## src/rtl/fp16_pkg.sv

```systemverilog
// -----------------------------------------------------------------------------
// fp16_pkg
// Shared float16 format constants and helpers for the multiply/accumulate lane.
// Format: 1 sign, 5 exponent, 10 fraction. There are no denormals and no
// Inf/NaN. Results saturate to the largest normal and flush to the smallest
// normal.
// No ports (package).
// -----------------------------------------------------------------------------
package fp16_pkg;

    localparam int DATA_W        = 16;
    localparam int EXP_W         = 5;
    localparam int FRAC_W        = 10;
    // Hidden one + fraction + three guard positions used during alignment.
    localparam int MANT_W        = FRAC_W + 4;

    localparam int FP16_EXP_BIAS = 15;
    localparam int FP16_MIN_EXP  = 1;
    localparam int FP16_MAX_EXP  = 30;
    localparam logic [DATA_W-1:0] FP16_MAX_POS = 16'h7BFF;

    typedef enum logic {
        ST_ACC  = 1'b0,
        ST_FULL = 1'b1
    } stage_state_t;

    // Both +0 (0x0000) and -0 (0x8000) count as zero.
    function automatic logic fp16_is_zero(input logic [DATA_W-1:0] v);
        return (v[DATA_W-2:0] == '0);
    endfunction

endpackage

```

## src/rtl/fp16_add_comb.sv

```systemverilog
// -----------------------------------------------------------------------------
// fp16_add_comb
// Purely combinational float16 adder. It uses the multiplier's number format.
// Alignment truncates the bits shifted out (there is no sticky bit).
// Rounding is round-half-up on the first bit dropped below the fraction.
// Ports:
//   i_a, i_b : float16 operands
//   o_sum    : float16 sum
// -----------------------------------------------------------------------------
module fp16_add_comb
    import fp16_pkg::*;
(
    input  logic [DATA_W-1:0] i_a,
    input  logic [DATA_W-1:0] i_b,
    output logic [DATA_W-1:0] o_sum
);

    localparam logic signed [7:0] E_MIN = 8'(FP16_MIN_EXP);
    localparam logic signed [7:0] E_MAX = 8'(FP16_MAX_EXP);

    // Count leading zeros of a non-zero aligned mantissa.
    function automatic logic [3:0] lzc14(input logic [MANT_W-1:0] v);
        logic [3:0] n;
        logic       found;
        n     = 4'd0;
        found = 1'b0;
        for (int i = MANT_W - 1; i >= 0; i--) begin
            if (!found) begin
                if (v[i]) found = 1'b1;
                else      n = n + 4'd1;
            end
        end
        return n;
    endfunction

    // Round the normalized mantissa (leading one at the MSB), then saturate or flush.
    function automatic logic [DATA_W-1:0] round_sat(
        input logic                    sign,
        input logic signed [7:0]       exp_in,
        input logic [MANT_W-1:0]       mant
    );
        logic [FRAC_W+1:0] r;
        logic signed [7:0] e;
        r = {1'b0, mant[MANT_W-1:3]} + {{(FRAC_W+1){1'b0}}, mant[2]};
        e = exp_in;
        // 1.111..1 + half LSB carries into 10.000..0, so renormalize.
        if (r[FRAC_W+1]) begin
            r = r >> 1;
            e = e + 8'sd1;
        end
        if (e < E_MIN)
            return {sign, 5'(FP16_MIN_EXP), {FRAC_W{1'b0}}};
        else if (e > E_MAX)
            return {sign, FP16_MAX_POS[DATA_W-2:0]};
        else
            return {sign, e[EXP_W-1:0], r[FRAC_W-1:0]};
    endfunction

    logic                    w_a_zero;
    logic                    w_b_zero;
    logic                    w_a_big;
    logic                    w_sign_l;
    logic [EXP_W-1:0]        w_exp_l;
    logic [EXP_W-1:0]        w_exp_s;
    logic [EXP_W-1:0]        w_diff;
    logic [MANT_W-1:0]       w_mant_l;
    logic [MANT_W-1:0]       w_mant_s;
    logic [MANT_W-1:0]       w_mant_s_sh;
    logic [MANT_W:0]         w_sum;
    logic [MANT_W-1:0]       w_norm;
    logic signed [7:0]       w_exp_n;
    logic [3:0]              w_lz;
    logic                    w_cancel;

    assign w_a_zero = fp16_is_zero(i_a);
    assign w_b_zero = fp16_is_zero(i_b);

    // The exponent sits above the fraction, so an unsigned compare of the
    // magnitude bits orders the operands by magnitude.
    assign w_a_big  = (i_a[DATA_W-2:0] >= i_b[DATA_W-2:0]);
    assign w_sign_l = w_a_big ? i_a[DATA_W-1] : i_b[DATA_W-1];
    assign w_exp_l  = w_a_big ? i_a[DATA_W-2:FRAC_W] : i_b[DATA_W-2:FRAC_W];
    assign w_exp_s  = w_a_big ? i_b[DATA_W-2:FRAC_W] : i_a[DATA_W-2:FRAC_W];
    assign w_mant_l = w_a_big ? {1'b1, i_a[FRAC_W-1:0], 3'b000} : {1'b1, i_b[FRAC_W-1:0], 3'b000};
    assign w_mant_s = w_a_big ? {1'b1, i_b[FRAC_W-1:0], 3'b000} : {1'b1, i_a[FRAC_W-1:0], 3'b000};
    assign w_diff   = w_exp_l - w_exp_s;

    assign w_mant_s_sh = (w_diff >= 5'(MANT_W)) ? '0 : (w_mant_s >> w_diff);

    always_comb begin
        w_sum    = '0;
        w_norm   = '0;
        w_lz     = '0;
        w_cancel = 1'b0;
        w_exp_n  = $signed({3'b000, w_exp_l});
        if (i_a[DATA_W-1] == i_b[DATA_W-1]) begin
            w_sum = {1'b0, w_mant_l} + {1'b0, w_mant_s_sh};
            if (w_sum[MANT_W]) begin
                w_norm  = w_sum[MANT_W:1];
                w_exp_n = w_exp_n + 8'sd1;
            end else begin
                w_norm  = w_sum[MANT_W-1:0];
            end
        end else begin
            w_sum = {1'b0, w_mant_l - w_mant_s_sh};
            if (w_sum[MANT_W-1:0] == '0) begin
                w_cancel = 1'b1;
            end else begin
                w_lz    = lzc14(w_sum[MANT_W-1:0]);
                w_norm  = w_sum[MANT_W-1:0] << w_lz;
                w_exp_n = w_exp_n - $signed({4'b0000, w_lz});
            end
        end
    end

    // A zero operand passes the other operand through unchanged, including -0.
    always_comb begin
        if (w_a_zero)
            o_sum = i_b;
        else if (w_b_zero)
            o_sum = i_a;
        else if (w_cancel)
            o_sum = '0;
        else
            o_sum = round_sat(w_sign_l, w_exp_n, w_norm);
    end

endmodule

```

## src/rtl/fp16_accum_stage.sv

```systemverilog
// -----------------------------------------------------------------------------
// fp16_accum_stage
// Accumulate half of a dot-product lane. The stage sums each group of float16
// products, ended by in_last, into one float16 result. It accepts one beat per
// cycle. A group's sum is registered on the edge that accepts its last beat.
// Ports:
//   clk, rst_n            : clock, asynchronous active-low reset
//   in_valid/in_ready     : product beat handshake
//   in_data, in_last      : float16 product, end-of-group marker
//   out_valid/out_ready   : group sum handshake
//   out_data, out_count   : float16 group sum, saturating beat count
// -----------------------------------------------------------------------------
module fp16_accum_stage
    import fp16_pkg::*;
#(
    parameter int CNT_W = 8
) (
    input  logic              clk,
    input  logic              rst_n,
    input  logic              in_valid,
    output logic              in_ready,
    input  logic [15:0]       in_data,
    input  logic              in_last,
    output logic              out_valid,
    input  logic              out_ready,
    output logic [15:0]       out_data,
    output logic [CNT_W-1:0]  out_count
);

    stage_state_t       r_state;
    logic [15:0]        r_acc;
    logic [CNT_W-1:0]   r_cnt;
    logic [15:0]        r_out_data;
    logic [CNT_W-1:0]   r_out_count;

    logic               w_accept;
    logic               w_xfer;
    logic               w_close;
    logic [15:0]        w_sum;
    logic [CNT_W-1:0]   w_cnt_inc;

    fp16_add_comb u_add (
        .i_a   (r_acc),
        .i_b   (in_data),
        .o_sum (w_sum)
    );

    assign out_valid = (r_state == ST_FULL);
    assign out_data  = r_out_data;
    assign out_count = r_out_count;

    // The held sum may be replaced on the same edge that it is transferred.
    // This keeps back-to-back groups free of bubbles.
    assign in_ready  = !out_valid || out_ready;
    assign w_accept  = in_valid && in_ready;
    assign w_xfer    = out_valid && out_ready;
    assign w_close   = w_accept && in_last;
    assign w_cnt_inc = (&r_cnt) ? r_cnt : r_cnt + CNT_W'(1);

    // Stage boundary: running sum and finished-group result registers.
    always_ff @(posedge clk or negedge rst_n) begin
        if (!rst_n) begin
            r_state     <= ST_ACC;
            r_acc       <= '0;
            r_cnt       <= '0;
            r_out_data  <= '0;
            r_out_count <= '0;
        end else begin
            if (w_accept) begin
                if (in_last) begin
                    r_out_data  <= w_sum;
                    r_out_count <= w_cnt_inc;
                    r_acc       <= '0;
                    r_cnt       <= '0;
                end else begin
                    r_acc       <= w_sum;
                    r_cnt       <= w_cnt_inc;
                end
            end
            case (r_state)
                ST_ACC:  if (w_close) r_state <= ST_FULL;
                ST_FULL: if (w_xfer && !w_close) r_state <= ST_ACC;
                default: r_state <= ST_ACC;
            endcase
        end
    end

endmodule
```

## config.mk

```make
export PLATFORM = sky130hd
export DESIGN_NAME = fp16_accum_stage
export DESIGN_NICKNAME = d
export VERILOG_FILES = /design/src/rtl/fp16_pkg.sv /design/src/rtl/fp16_add_comb.sv /design/src/rtl/fp16_accum_stage.sv
export SDC_FILE = /design/constraint.sdc
export NUM_CORES = 1
export LEC_CHECK = 0
export ABC_AREA = 1
export BUFFER_PORTS_ARGS = -buffer_cell sky130_fd_sc_hd__buf_2
export CAP_MARGIN = 10
export CORE_UTILIZATION = 54
export CTS_BUF_LIST = sky130_fd_sc_hd__clkbuf_8
export CTS_CLUSTER_SIZE = 25
export DETAILED_ROUTE_END_ITERATION = 12
export PLACE_DENSITY = 0.75
export SYNTH_ARGS = -nofsm -noshare
export SYNTH_HDL_FRONTEND = slang
export SYNTH_HIERARCHICAL = 1
export SYNTH_SLANG_ARGS = --single-unit
```

## constraint.sdc

```tcl
create_clock -name clk -period 12.05 [get_ports clk]
set_input_delay 0 -clock clk [delete_from_list [all_inputs] [get_ports clk]]
set_output_delay 0 -clock clk [all_outputs]
set_load 0.005 [all_outputs]
```

==> results of run 1 <==
==> repair_timing <==
| item | 4_1_cts | 5_1_grt |
|---|---|---|
| endpoints found under the hold margin | 50 | 0 |
| gates cloned | 0 | 2 |
| setup buffers | 0 | 25 |
| resized for setup | 1 | 105 |
| hold buffers | 2 | 0 |
| pin swaps | 0 | 34 |
| endpoints found under the setup margin | 8 | 30 |
==> how the worst min path moves through the flow <==
stage,start,endpoint,slack (ns)
floorplan,rst_n,out_count[0],-0.30
CTS,in_last,r_cnt[5],0.02
global placement,rst_n,out_count[1],0.25
detailed placement,rst_n,out_count[1],0.26
finish,in_last,r_cnt[5],0.03
global route,in_last,r_cnt[5],0.04
==> layer usage <==
metal  wire length [um]  up-vias
met1              10800     4082
met2              11200      341
met3               1440       43
met5                  0        -
met4                415        0
li1                   -     4563
==> worst reg2reg max path, delay by kind of cell, from the launching register on <==
| kind | cells | cell delay (ns) |
|---|---|---|
| AND/OR/NAND/NOR | 43 | 4.23 |
| adder cells (fa/ha/maj) | 10 | 2.89 |
| AO/OA/AOI/OAI | 12 | 2.22 |
| buffers and inverters | 14 | 1.19 |
| flip-flops | 1 | 0.43 |
| XOR/XNOR | 2 | 0.29 |
==> cells in the final DEF (no fill, tap or decap), types with 37 or more instances in the layout <==
cell / count
nand2_2: 48
ha_1: 37
inv_1: 170
nand2_1: 391
nand3_1: 135
buf_4: 48
buf_2: 46
nor2_1: 87
o21ai_1: 41
dfrtp_1: 46
a21oi_1: 43
o21ai_0: 67
==> sequential cells by signal, indices dropped and copies added (netlist names) <==
| signal | count |
|---|---|
| out_data | 16 |
| r_acc | 16 |
| out_count | 8 |
| r_cnt | 8 |
| out_valid | 1 |
==> kinds of logic after synthesis <==
| family | after synthesis | share of synthesized area [%] |
|---|---|---|
| simple gates | 776 | 44.6 |
| buf+inv | 243 | 12.5 |
| compound gates | 207 | 14.6 |
| fa+ha+maj | 60 | 9.36 |
| flops | 49 | 15.0 |
| xor+xnor | 35 | 3.98 |
==> layout make-up <==
type,count,area share (%)
Timing Repair inverter,1,0.0795
Clock buffer,5,0.729
Multi-Input combinational cell,1079,68.2
Tap cell,184,2.44
Clock inverter,3,0.199
Inverter,203,8.17
Sequential cell,49,13.0
Timing Repair Buffer,100,7.17
==> metrics by stage <==
| stage | TNS (ns) | util (%) | worst slack [ns] | instance area (um2) | hold slack (ns) |
|---|---|---|---|---|---|
| floorplan | 0 | - | 0.915 | 8180 | -0.296 |
| global placement | 0 | 58.5 | 0.212 | 8570 | 0.248 |
| detailed placement | -0.0226 | 58.5 | -0.0167 | 8570 | 0.256 |
| finish | 0 | 64.4 | 0.741 | 9440 | 0.0314 |
| global route | -4.34 | 64.4 | -0.196 | 9440 | 0.0357 |
| CTS | 0 | 59.3 | 0.0139 | 8680 | 0.0200 |
==> flow_metrics.py, run 1 <==
metrics = {
    "run_status": {
        "status": "finished, final reports clean",
    },
    "placement": {
        "routabilityCongestion": 1.05,
        "place_inst": 1585,
        "hpwlAfterDp_um": 18400,
        "io_buffers": 46,
    },
    "cells_and_area": {
        "final_cells": 1624,
        "drive_above_1_share_pct": 21.8,
        "multiInputGateArea_um2": 6430,
        "areaGrowthSynthToFinish_pct": 15.4,
        "fin_nets": 1520,
        "regArea_um2": 1230,
        "antennaDiodeCount": 0,
        "nFillCells": 1420,
    },
    "synth": {
        "synthCells": 1370,
        "ys_seq_elements": 49,
        "synth_edf_count": 0,
        "yosysSeqAreaShare_pct": 15.0,
        "syn-num-nets": 1451,
        "ys_top_cells_by_count": "407 x nand2_1, 173 x inv_1, 144 x nand3_1",
        "syn-cell-area_um2": 8180,
        "async_flop_share_pct": 100,
        "ys_types": 55,
        "synth.area.top_cells": "nand2_1 19%, dfrtp_1 15%, ha_1 8.9%",
        "synth.most_common_cell": "nand2_1",
        "yosysTopAreaCellShare_pct": 18.7,
        "yosysWarnings": 6,
        "syn_area_per_cell_um2": 5.97,
        "synth_area_leader_cell": "nand2_1",
        "synth_ff_type": "dfrtp_1",
    },
    "routing": {
        "routed_wl_um": 23900,
        "drt-pass1-iter-count": 8,
        "drc_errors": 0,
        "ant_nets": 0,
        "num_vias": 9029,
        "drtIter0Drc": 893,
        "viasPerCell": 5.56,
        "routedWlPerCell_um": 14.7,
    },
    "timing": {
        "slew_headroom_pct": 22.9,
        "tightestPinTransition_ns": 1.15,
        "period_needed_ns": 11.31,
        "drv_slew": 0,
        "fin_crit_sh_pct": 93.8,
        "clock_skew_ns": 0.00739,
        "final-hold-violation-count": 0,
        "max_freq_ghz": 0.0884,
        "setup_violations": 0,
    },
    "floorplanning": {
        "fp.dieArea_um2": 15600,
        "die_h_um": 125,
        "core_um2": 14600,
        "io_pins": 47,
        "die_width_um": 125,
        "rows": 44,
        "start_util_pct": 55.9,
    },
    "global_routing": {
        "track_usage_pct": 28.7,
        "grt_max_degree": 50,
        "met3_usage_pct": 4.11,
        "antenna_found_initial": 0,
        "grt_overflow": 0,
        "grt_pass1_vias": 7996,
        "met2_usage_pct": 47.2,
        "grt-busiest-layer": "met2",
        "use_met1_pct": 39.8,
        "grt_pass1_wl_um": 37500,
    },
    "cts": {
        "root_buffer": "clkbuf_8",
        "insertion_delay_ns": 0.31,
        "clockBufferDepth": 2,
        "cts_buffers": 5,
        "cts.sinks": 49,
        "cts_tree": "done",
        "path_clk_slew_ns": 0.10,
        "h-tree-depth": 2,
    },
    "worst_setup_path": {
        "cp_num_buf_inv": 14,
        "critPathKind": "reg -> reg",
        "rr_endpoint": "r_acc[4]",
        "r2r-start": "r_acc[0]",
        "worst-path-stages": 81,
        "cp_max_fo": 9,
        "setup.worst_path.end": "r_acc[4]",
        "critPathMostFrequentCell": "nand2_1",
        "startpoint_type": "flop",
        "reg2reg_depth": 81,
        "cpLargestDelayFamily": "simple AND/OR/NAND/NOR gates",
        "arrival_ns": 11.54,
        "critPathCaptureType": "flop",
        "slowest_stage": "fa_1",
        "critPathLaunch": "r_acc[0]",
        "critPathMaxStageDelay_ns": 0.45,
        "ff2ff_setup_slack_ns": 0.74,
        "crit_required_ns": 12.28,
    },
    "min_path": {
        "holdPathStages": 4,
        "hold_class": "in -> reg",
    },
    "flow_run": {
        "cap_viol_max_count": 0,
    },
}
Power of run 1 is not shown: default switching activity piles up to over one toggle a cycle in this logic, so the estimate is an artifact.
==> run 2: changes to the inputs <==
- ABC_AREA: 1 -> not set
- SLEW_MARGIN: not set -> 20
==> flow_metrics.py, run 2 <==
metrics = {
    "synth": {
        "synthCells": 1208,
        "syn_area_per_cell_um2": 7.41,
        "async_flop_share_pct": 100,
        "ys_types": 110,
        "syn-cell-area_um2": 8950,
        "ys_seq_elements": 49,
        "synth.most_common_cell": "nand2_1",
        "yosysWarnings": 6,
        "ys_top_cells_by_count": "162 x nand2_1, 100 x nor2_1, 78 x a21oi_1",
        "synth_ff_type": "dfrtp_1",
        "syn-num-nets": 1289,
        "synth.area.top_cells": "dfrtp_1 14%, ha_1 8.1%, nand2_1 6.8%",
        "synth_edf_count": 0,
        "yosysSeqAreaShare_pct": 13.7,
        "yosysTopAreaCellShare_pct": 13.7,
        "synth_area_leader_cell": "dfrtp_1",
    },
    "worst_setup_path": {
        "crit_required_ns": 12.32,
        "reg2reg_depth": 82,
        "critPathMostFrequentCell": "buf_4",
        "slowest_stage": "mux4_2",
        "arrival_ns": 15.03,
        "r2r-start": "r_acc[5]",
        "startpoint_type": "flop",
        "critPathCaptureType": "flop",
        "cpLargestDelayFamily": "compound AO/OA/AOI/OAI gates",
        "rr_endpoint": "out_data[7]",
        "ff2ff_setup_slack_ns": -2.71,
        "critPathMaxStageDelay_ns": 0.52,
        "cp_max_fo": 7,
        "critPathKind": "reg -> reg",
        "cp_num_buf_inv": 25,
    },
    "timing": {
        "clock_skew_ns": 0.00855,
        "period_needed_ns": 14.76,
        "final-hold-violation-count": 0,
        "whs_ns": 0.153,
        "rsz0062_at_grt": "yes",
        "max_freq_ghz": 0.0677,
        "slew_headroom_pct": 11.5,
        "tightestPinTransition_ns": 1.32,
        "worst_slack_ns": -2.71,
        "fin_crit_sh_pct": 123,
        "drv_slew": 0,
        "setup_violations": 30,
    },
    "min_path": {
        "holdCritStartpoint": "in_last",
        "hold_class": "in -> reg",
        "hold_end": "r_cnt[5]",
        "holdPathStages": 2,
    },
    "run_status": {
        "status": "finished with violations",
        "violations": "negative setup slack",
    },
    "cells_and_area": {
        "fin_nets": 1669,
        "mostFrequentLayoutCell": "buf_4",
        "nFillCells": 1016,
        "drive_above_1_share_pct": 40.8,
        "areaGrowthSynthToFinish_pct": 45.6,
        "regArea_um2": 1230,
        "antennaDiodeCount": 0,
        "post-route-util_pct": 81.2,
        "multiInputGateArea_um2": 7940,
        "mostFrequentLayoutCells": "381 x buf_4, 150 x nand2_1, 93 x nor2_1, 69 x a21oi_1, 55 x o21ai_0",
    },
    "routing": {
        "viasPerCell": 6.61,
        "routed_wl_um": 38300,
        "ant_nets": 0,
        "routedWlPerCell_um": 21.2,
        "drc_errors": 0,
        "drtIter0Drc": 1407,
        "num_vias": 11900,
        "drt-pass1-iter-count": 6,
    },
    "global_routing": {
        "grt_pass1_vias": 10900,
        "grt_pass1_wl_um": 54500,
        "grt_overflow": 0,
        "antenna_found_initial": 0,
        "track_usage_pct": 40.7,
        "grt_max_degree": 50,
    },
    "cts": {
        "h-tree-depth": 2,
        "path_clk_slew_ns": 0.10,
        "cts.sinks": 49,
        "insertion_delay_ns": 0.34,
        "cts_buffers": 5,
        "clockBufferDepth": 2,
        "root_buffer": "clkbuf_8",
        "cts_tree": "done",
    },
    "placement": {
        "routabilityCongestion": 0.988,
        "io_buffers": 46,
        "dp_slack_ns": -2.37,
        "hpwlAfterDp_um": 26200,
    },
    "flow_run": {
        "cap_viol_max_count": 0,
    },
    "floorplanning": {
        "die_width_um": 131,
        "die_h_um": 131,
        "core_um2": 16100,
        "io_pins": 47,
        "start_util_pct": 55.7,
        "rows": 46,
        "fp.dieArea_um2": 17100,
    },
}
[run 2: stage by stage]
stage	TNS (ns)	std cells	cell area, um2
after floorplan	-66.48	1208	9270
after global placement	-50.56	1726	11800
after detailed placement	-67.60	1726	11800
after CTS	-54.76	1791	12500
after global routing	-88.59	1805	13000
final	-75.26	1805	13000
[run 2: cells by family after synthesis]
kind of cell    count (synthesis)  share of synthesized area, %
simple gates                  477                          27.2
flops                          49                          13.7
xor+xnor                       50                          5.14
mux                            74                          9.38
fa+ha+maj                      60                          8.56
compound gates                371                          29.6
buf+inv                       127                          6.37
[run 2: worst register-to-register path, delay by kind of cell, from the launching register on]
kind	cells	cell delay, ns
compound gates	24	4.28
xor+xnor	4	0.75
fa+ha+maj	8	2.13
buf+inv	25	3.19
flops	1	0.41
mux	4	1.25
simple gates	17	2.69
[run 2: worst max path at each step]
| stage | from | end | slack [ns] | cells after the start |
|---|---|---|---|---|
| floorplan | r_acc[0] | out_data[11] | -2.33 | 75 |
| global placement | r_acc[0] | r_acc[8] | -1.78 | 72 |
| detailed placement | r_acc[0] | r_acc[9] | -2.37 | 73 |
| CTS | r_acc[0] | r_acc[7] | -1.92 | 75 |
| global route | r_acc[5] | r_acc[9] | -3.09 | 79 |
| finish | r_acc[5] | out_data[7] | -2.71 | 82 |
[run 2: routing by layer]
layer,share of wire [%],wire [um],track usage [%],vias to the layer above
met5,0,0,0,-
met4,7.2,2750,21.1,0
met3,9.5,3650,6.96,279
met2,46,17500,68.9,823
met1,38,14400,49.6,5577
li1,-,-,-,5249
[run 2: final cells by class]
type	instances	area share, %
sequential	49	9.41
clock buffer	5	0.528
inverter	60	1.77
tap	216	2.07
clock inverter	3	0.221
multi-input combinational	1032	60.9
timing repair buffer	440	25.1
[run 2: timing repair]
action                     in CTS  in global routing
pin swaps                      46                 42
hold buffers                    2                  0
buffers inserted               56                 15
setup endpoints to repair      30                 30
gates resized for setup        39                 86
hold endpoints to repair       50                  0
gates cloned                    0                  1
Power of run 2 is left out for the same reason.
